$ cat config.mk
export PLATFORM = sky130hd
export DESIGN_NAME = freq_gate_counter
export DESIGN_NICKNAME = d
export VERILOG_FILES = /design/src/rtl/note_pkg.sv /design/src/rtl/edge_sync.sv /design/src/rtl/freq_gate_counter.sv
export SDC_FILE = /design/constraint.sdc
export NUM_CORES = 1
export LEC_CHECK = 0
export ABC_AREA = 1
export BUFFER_PORTS_ARGS = -buffer_cell sky130_fd_sc_hd__buf_4
export CAP_MARGIN = 20
export CORE_ASPECT_RATIO = 0.75
export CORE_MARGIN = 5
export CORE_UTILIZATION = 40
export CTS_CLUSTER_SIZE = 8
export DETAILED_ROUTE_END_ITERATION = 10
export PLACE_DENSITY = 0.65
export SYNTH_ARGS = -nofsm -noshare
export SYNTH_HDL_FRONTEND = slang
export SYNTH_SLANG_ARGS = --single-unit
$ cat constraint.sdc
create_clock -name clk -period 2.8 [get_ports clk]
set_input_delay 0.42 -clock clk [delete_from_list [all_inputs] [get_ports clk]]
set_output_delay 0.42 -clock clk [all_outputs]
set_load 0.02 [all_outputs]
$ cat src/rtl/note_pkg.sv
// Shared constants and types for the tone/frequency-measurement path.
package note_pkg;

    localparam int unsigned FREQ_W        = 16;
    localparam logic [FREQ_W-1:0] FREQ_MAX = 16'hFFFF;
    localparam int unsigned CLK_HZ        = 50_000_000;
    localparam int unsigned SETTLE_CYCLES = 3;

    typedef enum logic [1:0] {
        IDLE   = 2'd0,
        SETTLE = 2'd1,
        GATE   = 2'd2
    } gate_state_e;

    typedef struct packed {
        logic [FREQ_W-1:0] freq;
        logic              overflow;
        logic              no_signal;
    } meas_result_t;

endpackage

$ cat src/rtl/edge_sync.sv
// Two-flop synchronizer plus edge-detect flop; rise is high for one clk per input rising edge.
module edge_sync (
    input  logic clk,
    input  logic reset_n,
    input  logic async_in,
    output logic rise
);

    logic s1_q, s2_q, s3_q;
    logic s1_d, s2_d, s3_d;

    always_comb begin
        s1_d = async_in;
        s2_d = s1_q;
        s3_d = s2_q;
    end

    always_ff @(posedge clk or negedge reset_n) begin
        if (!reset_n) begin
            s1_q <= 1'b0;
            s2_q <= 1'b0;
            s3_q <= 1'b0;
        end else begin
            s1_q <= s1_d;
            s2_q <= s2_d;
            s3_q <= s3_d;
        end
    end

    assign rise = s2_q & ~s3_q;

endmodule

$ cat src/rtl/freq_gate_counter.sv
// Gated-window frequency meter: counts rising edges of an async input per window,
// scales and saturates the count, and publishes one result per window.
module freq_gate_counter
    import note_pkg::*;
#(
    parameter int unsigned GATE_CYCLES = 50_000_000,
    parameter int unsigned SCALE       = 1,
    parameter int unsigned CNT_W       = 32
) (
    input  logic              clk,
    input  logic              reset_n,
    input  logic              signal_in,
    input  logic              enable,
    output logic [FREQ_W-1:0] measured_freq,
    output logic              meas_valid,
    output logic              overflow,
    output logic              no_signal
);

    localparam int unsigned TMR_W = (GATE_CYCLES > 4) ? $clog2(GATE_CYCLES) : 2;
    localparam int unsigned RES_W = CNT_W + 16;
    localparam logic [TMR_W-1:0] GATE_LAST   = TMR_W'(GATE_CYCLES - 1);
    localparam logic [1:0]       SETTLE_LAST = 2'(SETTLE_CYCLES - 1);
    localparam logic [CNT_W-1:0] CNT_MAX     = '1;

    logic rise;

    gate_state_e        state_q, state_d;
    logic [1:0]         settle_q, settle_d;
    logic [TMR_W-1:0]   gate_timer_q, gate_timer_d;
    logic [CNT_W-1:0]   edge_cnt_q, edge_cnt_d;
    meas_result_t       res_q, res_d;
    logic               valid_q, valid_d;

    logic [CNT_W-1:0]   total_c;
    logic [RES_W-1:0]   result_c;
    logic               terminal_c;

    edge_sync u_edge_sync (
        .clk      (clk),
        .reset_n  (reset_n),
        .async_in (signal_in),
        .rise     (rise)
    );

    // An edge landing on the terminal cycle still belongs to the closing window.
    always_comb begin
        total_c    = (edge_cnt_q == CNT_MAX) ? CNT_MAX : edge_cnt_q + CNT_W'(rise);
        result_c   = RES_W'(total_c) * RES_W'(SCALE);
        terminal_c = (state_q == GATE) && (gate_timer_q == GATE_LAST);
    end

    always_comb begin
        state_d      = state_q;
        settle_d     = settle_q;
        gate_timer_d = gate_timer_q;
        edge_cnt_d   = edge_cnt_q;
        res_d        = res_q;
        valid_d      = 1'b0;

        case (state_q)
            IDLE: begin
                settle_d     = '0;
                gate_timer_d = '0;
                edge_cnt_d   = '0;
                if (enable) begin
                    state_d = SETTLE;
                end
            end

            SETTLE: begin
                gate_timer_d = '0;
                edge_cnt_d   = '0;
                if (!enable) begin
                    state_d  = IDLE;
                    settle_d = '0;
                end else if (settle_q == SETTLE_LAST) begin
                    state_d  = GATE;
                    settle_d = '0;
                end else begin
                    settle_d = settle_q + 2'd1;
                end
            end

            GATE: begin
                if (terminal_c) begin
                    valid_d         = 1'b1;
                    res_d.overflow  = (result_c > RES_W'(FREQ_MAX));
                    res_d.freq      = res_d.overflow ? FREQ_MAX : FREQ_W'(result_c);
                    res_d.no_signal = (total_c == '0);
                    gate_timer_d    = '0;
                    edge_cnt_d      = '0;
                    if (!enable) begin
                        state_d = IDLE;
                    end
                end else if (!enable) begin
                    state_d      = IDLE;
                    gate_timer_d = '0;
                    edge_cnt_d   = '0;
                end else begin
                    gate_timer_d = gate_timer_q + TMR_W'(1);
                    edge_cnt_d   = total_c;
                end
            end

            default: begin
                state_d = IDLE;
            end
        endcase
    end

    always_ff @(posedge clk or negedge reset_n) begin
        if (!reset_n) begin
            state_q      <= IDLE;
            settle_q     <= '0;
            gate_timer_q <= '0;
            edge_cnt_q   <= '0;
            res_q        <= '0;
            valid_q      <= 1'b0;
        end else begin
            state_q      <= state_d;
            settle_q     <= settle_d;
            gate_timer_q <= gate_timer_d;
            edge_cnt_q   <= edge_cnt_d;
            res_q        <= res_d;
            valid_q      <= valid_d;
        end
    end

    assign measured_freq = res_q.freq;
    assign overflow      = res_q.overflow;
    assign no_signal     = res_q.no_signal;
    assign meas_valid    = valid_q;

endmodule

==> results.md, run 1 <==
- Synth warn: 0
- Slew Viols, Final: 0
- Hold WC Path Type: in -> async
- Syn nets: 711
- Routed via count: 4649
- Clock Sinks: 84
- Initial antenna violation count: 0
- Vias per Instance: 5.16
- Final WS setup: 246 ps
- # rows: 35
- Avg Inst Size Synth: 6.97 um2
- TritonCTS buffer count: 9
- GR Overflow Total: 0
- Period utilisation layout: 91.2%
- CTS clock-pin slew for the worst setup and hold paths: 70 ps
- Crit end category: register
- Port-buffer cells: 22
- First-iteration detailed-routing DRC count: 419
- Critical path peak fanout: 17
- Fillers: 1206
- GRT Util Overall: 19.1%
- Final Setup Violations: 0
- Std-Cell Core Area: 12100 um2
- Mapped Area: 4910 um2
- CTS max path bufs: 2
- Chip width: 138 um
- Max incr delay on CP: 370 ps
- Register area share after synthesis: 42.8%
- Hold violation count in the final report: 0
- Sw Pwr: 0.584 mW
- Clk pwr share: 49.4%
- Capturing point of the worst reg2reg path: measured_freq[2]
- H-tree depth: 3
- Max cap viols: 0
- Final nets: 737
- Synth Flop Type: dfrtp_1
- Detail Route Antenna Nets: 0
- Leakage: 2.48 nW
- Synth Instances: 704
- Cell Int Power: 1.94 mW
- Largest net degree at the start of global routing: 56
- CTS tree: yes
- DRC errors left: 0
- Total routed wirelength: 13.0 mm
- DP HPWL: 9.65 mm
- Setup CP Type: reg -> reg
- RR Startpoint: u_edge_sync.s3_q
- Starting Density: 40.4%
- Logic pwr share: 2.0%
- Status: completed
- Pwr Density: 454 nW/um2
- Worst VDD drop: 0.000423 V
- Ratio of cells with drive above 1 in the final layout: 9.39%
- Max Freq: 392 MHz
- Sw frac: 23.1%
- Post-Route Setup TNS: 0 ps
- CP required: 3030 ps
- Worst-margin pin slew: 809 ps
- Number of global-route vias before repair: 4397
- Root Buffer: clkbuf_16
- Flop pwr share: 48.6%
- Async S/R FF share, synth: 100%
- Commonest non-fill, non-tap cell in the layout: nand2_1
- First-pass GRT wire length: 22.1 mm
- Hold Buf Count CTS: 0
- Clk_skew: 11.2 ps
- DR WL/cell: 14.5 um
- Drt first pass iters: 5
- Max_slew headroom: 46.0%
- Crit path DAT: 2780 ps
- Worst path slowest cell: dfrtp_1
- Netlist cell types: 33
- Clk_lat worst skew: 350 ps
- Seq cells post-synth: 84
- Most frequent cells in the layout: nand2_1 (210), nor2_1 (112), dfrtp_1 (84), inv_1 (80)
- RSZ-0062 raised after global routing: false
- Min Tclk post-route: 2550 ps
- Die Height: 106 um
- Register Area: 2100 um2
- Crit path cell chain: nor2_1 -> ha_1 -> ha_1 -> inv_1 -> nor2_4 -> nand3_1 -> o21ai_1 -> nand3_1 -> nor2_1 -> nand2_1 -> nor2_2 -> nand2_2 -> nand2_4 -> nand2_1
- R2R Setup Slk: 250 ps
- Area growth, synth to finish: 13.6%
- DP Worst Slack: 218 ps
- Multi-input logic area: 2420 um2
- Die ar.: 14600 um2
- # diodes: 0
- Reg2Reg Depth: 14
- GPL Wtd Cong: 0.960
- I/O pin cnt: 23
- Startpoint Class: register
- Post-synth EDFFs: 0
-- cells by family (layout without fill, tap and decap cells) --
kind of cell    count (synthesis)  after routing  synth area share, %
buf+inv                        96            127                 7.93
compound gates                 87             87                 9.77
simple gates                  421            421                 36.4
xor+xnor                       13             13                 2.32
flops                          84             84                 42.8
fa+ha+maj                       3              3                0.765
-- cells in the mapped netlist, types with 2 or more instances --
master	n	area, um2
a21oi_1	13	65.1
buf_2	4	20.0
buf_6	3	33.8
clkbuf_1	7	26.3
dfrtp_1	84	2100
ha_1	3	37.5
inv_1	80	300
nand2_1	210	788
nand2_2	8	50.1
nand2_4	2	22.5
nand3_1	52	260
nand3b_1	2	15.0
nand4_1	6	37.5
nor2_1	112	420
nor2_2	9	56.3
nor2_4	3	33.8
nor3_1	10	50.1
nor3b_1	2	15.0
nor4_1	4	25.0
o21ai_0	53	265
o22ai_1	13	81.3
o31ai_1	2	15.0
xnor2_1	2	17.5
xor2_1	11	96.3
-- per-stage QoR --
step | std cells | power, mW | cell area [um2] | util, % | hold WS [ps]
finish | 901 | 2.53 | 5570 | 46.0 | 131
global route | 901 | 2.61 | 5570 | 46.0 | 164
CTS | 901 | 2.56 | 5570 | 45.9 | 155
detailed placement | 885 | 1.30 | 5260 | 43.4 | 340
global placement | 885 | 1.30 | 5260 | 43.4 | 349
floorplan | 704 | 1.27 | 4910 | - | 124
-- per-layer routing --
layer | wire (um) | track usage, % | up-vias
li1 | - | - | 2300
met1 | 6650 | 30.5 | 2153
met3 | 971 | 3.69 | 21
met4 | 277 | 5.85 | 0
met2 | 5120 | 25.5 | 175
met5 | 0 | 0 | -
-- repair_timing --
action / 4_1_cts / 5_1_grt
gates resized for setup: 0 / 2
setup buffers: 0 / 0
setup endpoints to repair: 0 / 16
hold endpoints to repair: 0 / 0
-- worst max-delay path: cells and delay by family, from the launching register on --
family	cells	cell delay, ps
AO/OA/AOI/OAI	1	200
adder cells (fa/ha/maj)	2	410
buffers and inverters	1	100
flip-flops	1	370
AND/OR/NAND/NOR	10	1360
-- power by group through the flow --
| stage | registers [mW] | clock network [mW] | logic [mW] |
|---|---|---|---|
| 2_1_floorplan | 1.25 | 0 | 0.0159 |
| 3_3_place_gp | 1.25 | 0 | 0.0502 |
| 3_5_place_dp | 1.25 | 0 | 0.0523 |
| 4_1_cts | 1.23 | 1.28 | 0.0522 |
| 5_1_grt | 1.23 | 1.32 | 0.0590 |
| 6_report | 1.23 | 1.25 | 0.0502 |
-- area by class of cell --
| cell class | count | area share, % |
|---|---|---|
| sequential | 84 | 37.7 |
| clock inverter | 6 | 1.37 |
| multi-input combinational | 524 | 43.4 |
| timing repair buffer | 29 | 4.13 |
| clock buffer | 10 | 4.11 |
| inverter | 82 | 5.54 |
| tap | 166 | 3.73 |
-- flip-flops by register name, summed over array words and instances (netlist names) --
register,flops
edge_cnt_q,32
gate_timer_q,26
meas_valid,1
measured_freq,16
no_signal,1
overflow,1
settle_q,2
state_q,2
u_edge_sync.s1_q,1
u_edge_sync.s2_q,1
u_edge_sync.s3_q,1
-- how the worst max path moves through the flow --
stage | endpoint | cells after the start | startpoint
2_1_floorplan | measured_freq[10] | 17 | u_edge_sync.s3_q
3_3_place_gp | measured_freq[0] | 17 | u_edge_sync.s2_q
3_5_place_dp | measured_freq[10] | 14 | u_edge_sync.s3_q
4_1_cts | measured_freq[2] | 15 | u_edge_sync.s2_q
5_1_grt | measured_freq[13] | 16 | u_edge_sync.s3_q
6_report | measured_freq[2] | 14 | u_edge_sync.s3_q
Note: power is estimated with default switching activity, not from simulation.
==> inputs of run 2 (changes only) <==
- CTS_BUF_LIST: unset -> sky130_fd_sc_hd__clkbuf_2
==> run 2 against run 1 <==
  * Worst hold slack got worse by 28 ps
  * Total power shrank 22%
  * Utilization down 1.2 points
  * Clock power is 44% lower
  * Fmax is 0.72% lower
  * Wire length decreased by 1.3%
  * Critical path depth rose by 1
  * Setup slack got worse by 18 ps
  * Non-clock buffer count grew 2
  * Clock skew rose by 21 ps
  * Register-to-register slack got worse by 20 ps
  * Largest power group is now sequential cells
  * Sequential cell count stayed put
==> results.md, run 2 (synthesis results as in run 1) <==
- Status: completed
- H-tree depth: 3
- Final Setup Violations: 0
- Max cap viols: 0
- Crit end category: register
- Clk_lat worst skew: 550 ps
- Multi-input logic area: 2430 um2
- Placed insts: 885
- Power, Total: 1.98 mW
- Crit path DAT: 3040 ps
- GR peak layer: met1
- Sw frac: 25.9%
- Vias per Instance: 5.14
- Post-Route Setup TNS: 0 ps
- First-pass GRT wire length: 22.0 mm
- Port-buffer cells: 22
- Final WS setup: 228 ps
- Hold endpoint: state_q[0]
- Met2 Usage GRT: 25.6%
- CP required: 3260 ps
- CTS clock-pin slew for the worst setup and hold paths: 260 ps
- Slew Viols, Final: 0
- Clk_skew: 31.7 ps
- Max Freq: 389 MHz
- Pwr Density: 365 nW/um2
- DR WL/cell: 14.2 um
- Max_slew headroom: 45.5%
- Hold violation count in the final report: 0
- TritonCTS buffer count: 9
- Period utilisation layout: 91.9%
- GPL Wtd Cong: 0.960
- CTS max path bufs: 2
- # rows: 35
- Fillers: 1223
- Min Tclk post-route: 2570 ps
- Register Area: 2100 um2
- Met3 Use GR: 3.64%
- Routed via count: 4649
- Sw Pwr: 0.515 mW
- Top reg by flops: edge_cnt_q
- DP HPWL: 9.65 mm
- Setup CP Type: reg -> reg
- Max incr delay on CP: 400 ps
- I/O pin cnt: 23
- Detail Route Antenna Nets: 0
- GR Overflow Total: 0
- Number of global-route vias before repair: 4388
- DRC errors left: 0
- Ratio of cells with drive above 1 in the final layout: 9.50%
- R2R Setup Slk: 230 ps
- Std-Cell Core Area: 12100 um2
- Clock Sinks: 84
- First-iteration detailed-routing DRC count: 499
- Worst VDD drop: 0.000256 V
- GRT Util Overall: 19.0%
- GR Util met1: 30.4%
- Flop pwr share: 62.1%
- Hold path start: enable
- Largest net degree at the start of global routing: 56
- Final instance count without filler cells: 904
- Root Buffer: clkbuf_2
- Critical path peak fanout: 17
- RR Startpoint: u_edge_sync.s2_q
- Total routed wirelength: 12.9 mm
- Final nets: 739
- Starting Density: 40.4%
- Area growth, synth to finish: 10.6%
- RSZ-0062 raised after global routing: false
- Reg2Reg Depth: 15
- Commonest non-fill, non-tap cell in the layout: nand2_1
- Worst-margin pin slew: 817 ps
- DP Worst Slack: 218 ps
- Die Height: 106 um
- Initial antenna violation count: 1
- Max FFs per register: 32
- Most frequent cells in the layout: nand2_1 (210), nor2_1 (112), dfrtp_1 (84), inv_1 (80)
- Hold path cells: 3
- Leakage: 2.40 nW
- Crit path cell chain: inv_1 -> nor2_1 -> ha_1 -> ha_1 -> inv_1 -> nor2_4 -> nand3_1 -> o21ai_1 -> nand3_1 -> nor2_1 -> nand2_1 -> nor2_2 -> nand2_2 -> nand2_8 -> nand2_1
- Cell Int Power: 1.47 mW
- Hold WC Path Type: in -> reg
- Drt first pass iters: 6
- Capturing point of the worst reg2reg path: measured_freq[7]
- Worst path slowest cell: dfrtp_1
- Chip width: 138 um
- Logic pwr share: 2.6%
- Clk pwr share: 35.2%
- Die ar.: 14600 um2
- Startpoint Class: register
- CTS tree: yes
-- run 2: changes by cell type in the layout (fill, tap and decap cells not counted), sizes merged --
cell	delta
diode	+1
dlygate4sd3	+2
-- run 2: metal layers --
layer	wire [um]	up-vias
met5	0	-
met4	233	0
met3	821	21
met2	5080	162
met1	6720	2160
li1	-	2306
-- run 2: cell type report --
class	instances	share of cell area, %
clock buffer	10	0.922
timing repair buffer	31	4.61
clock inverter	6	1.41
antenna	1	0.0461
multi-input combinational	524	44.8
tap	166	3.83
inverter	82	5.70
sequential	84	38.7
-- run 2: worst max path at each step --
stage | from | endpoint | slack [ps] | cells past startpoint
after global routing | u_edge_sync.s2_q | measured_freq[13] | 40 | 17
after CTS | u_edge_sync.s2_q | measured_freq[7] | 150 | 15
after global placement | u_edge_sync.s2_q | measured_freq[0] | 330 | 17
after detailed placement | u_edge_sync.s3_q | measured_freq[10] | 220 | 14
final | u_edge_sync.s2_q | measured_freq[7] | 230 | 15
after floorplan | u_edge_sync.s3_q | measured_freq[10] | 650 | 17
-- run 2: worst max-delay path: cells and delay by family (launching register included) --
family	cells	cell delay, ps
adder cells (fa/ha/maj)	2	410
AND/OR/NAND/NOR	10	1340
buffers and inverters	2	140
AO/OA/AOI/OAI	1	200
flip-flops	1	400
-- run 2: power by group through the flow --
stage          Combinational, mW  Clock [mW]  Sequential, mW
6_report                  0.0524       0.698            1.23
3_3_place_gp              0.0502           0            1.25
4_1_cts                   0.0545       0.727            1.23
3_5_place_dp              0.0523           0            1.25
2_1_floorplan             0.0159           0            1.25
5_1_grt                   0.0614       0.784            1.24
-- run 2: stage by stage --
step | hold slack, ps | utilization [%] | area (um2)
floorplan | 124 | - | 4910
global placement | 349 | 43.4 | 5260
detailed placement | 340 | 43.4 | 5260
CTS | 43.0 | 44.6 | 5410
global route | 40.1 | 44.7 | 5430
finish | 103 | 44.7 | 5430
-- run 2: what timing repair did --
action,in CTS,in global routing
gates resized for setup,0,3
setup endpoints to repair,0,17
hold endpoints to repair,55,0
hold buffers,2,0
buffers inserted,0,0
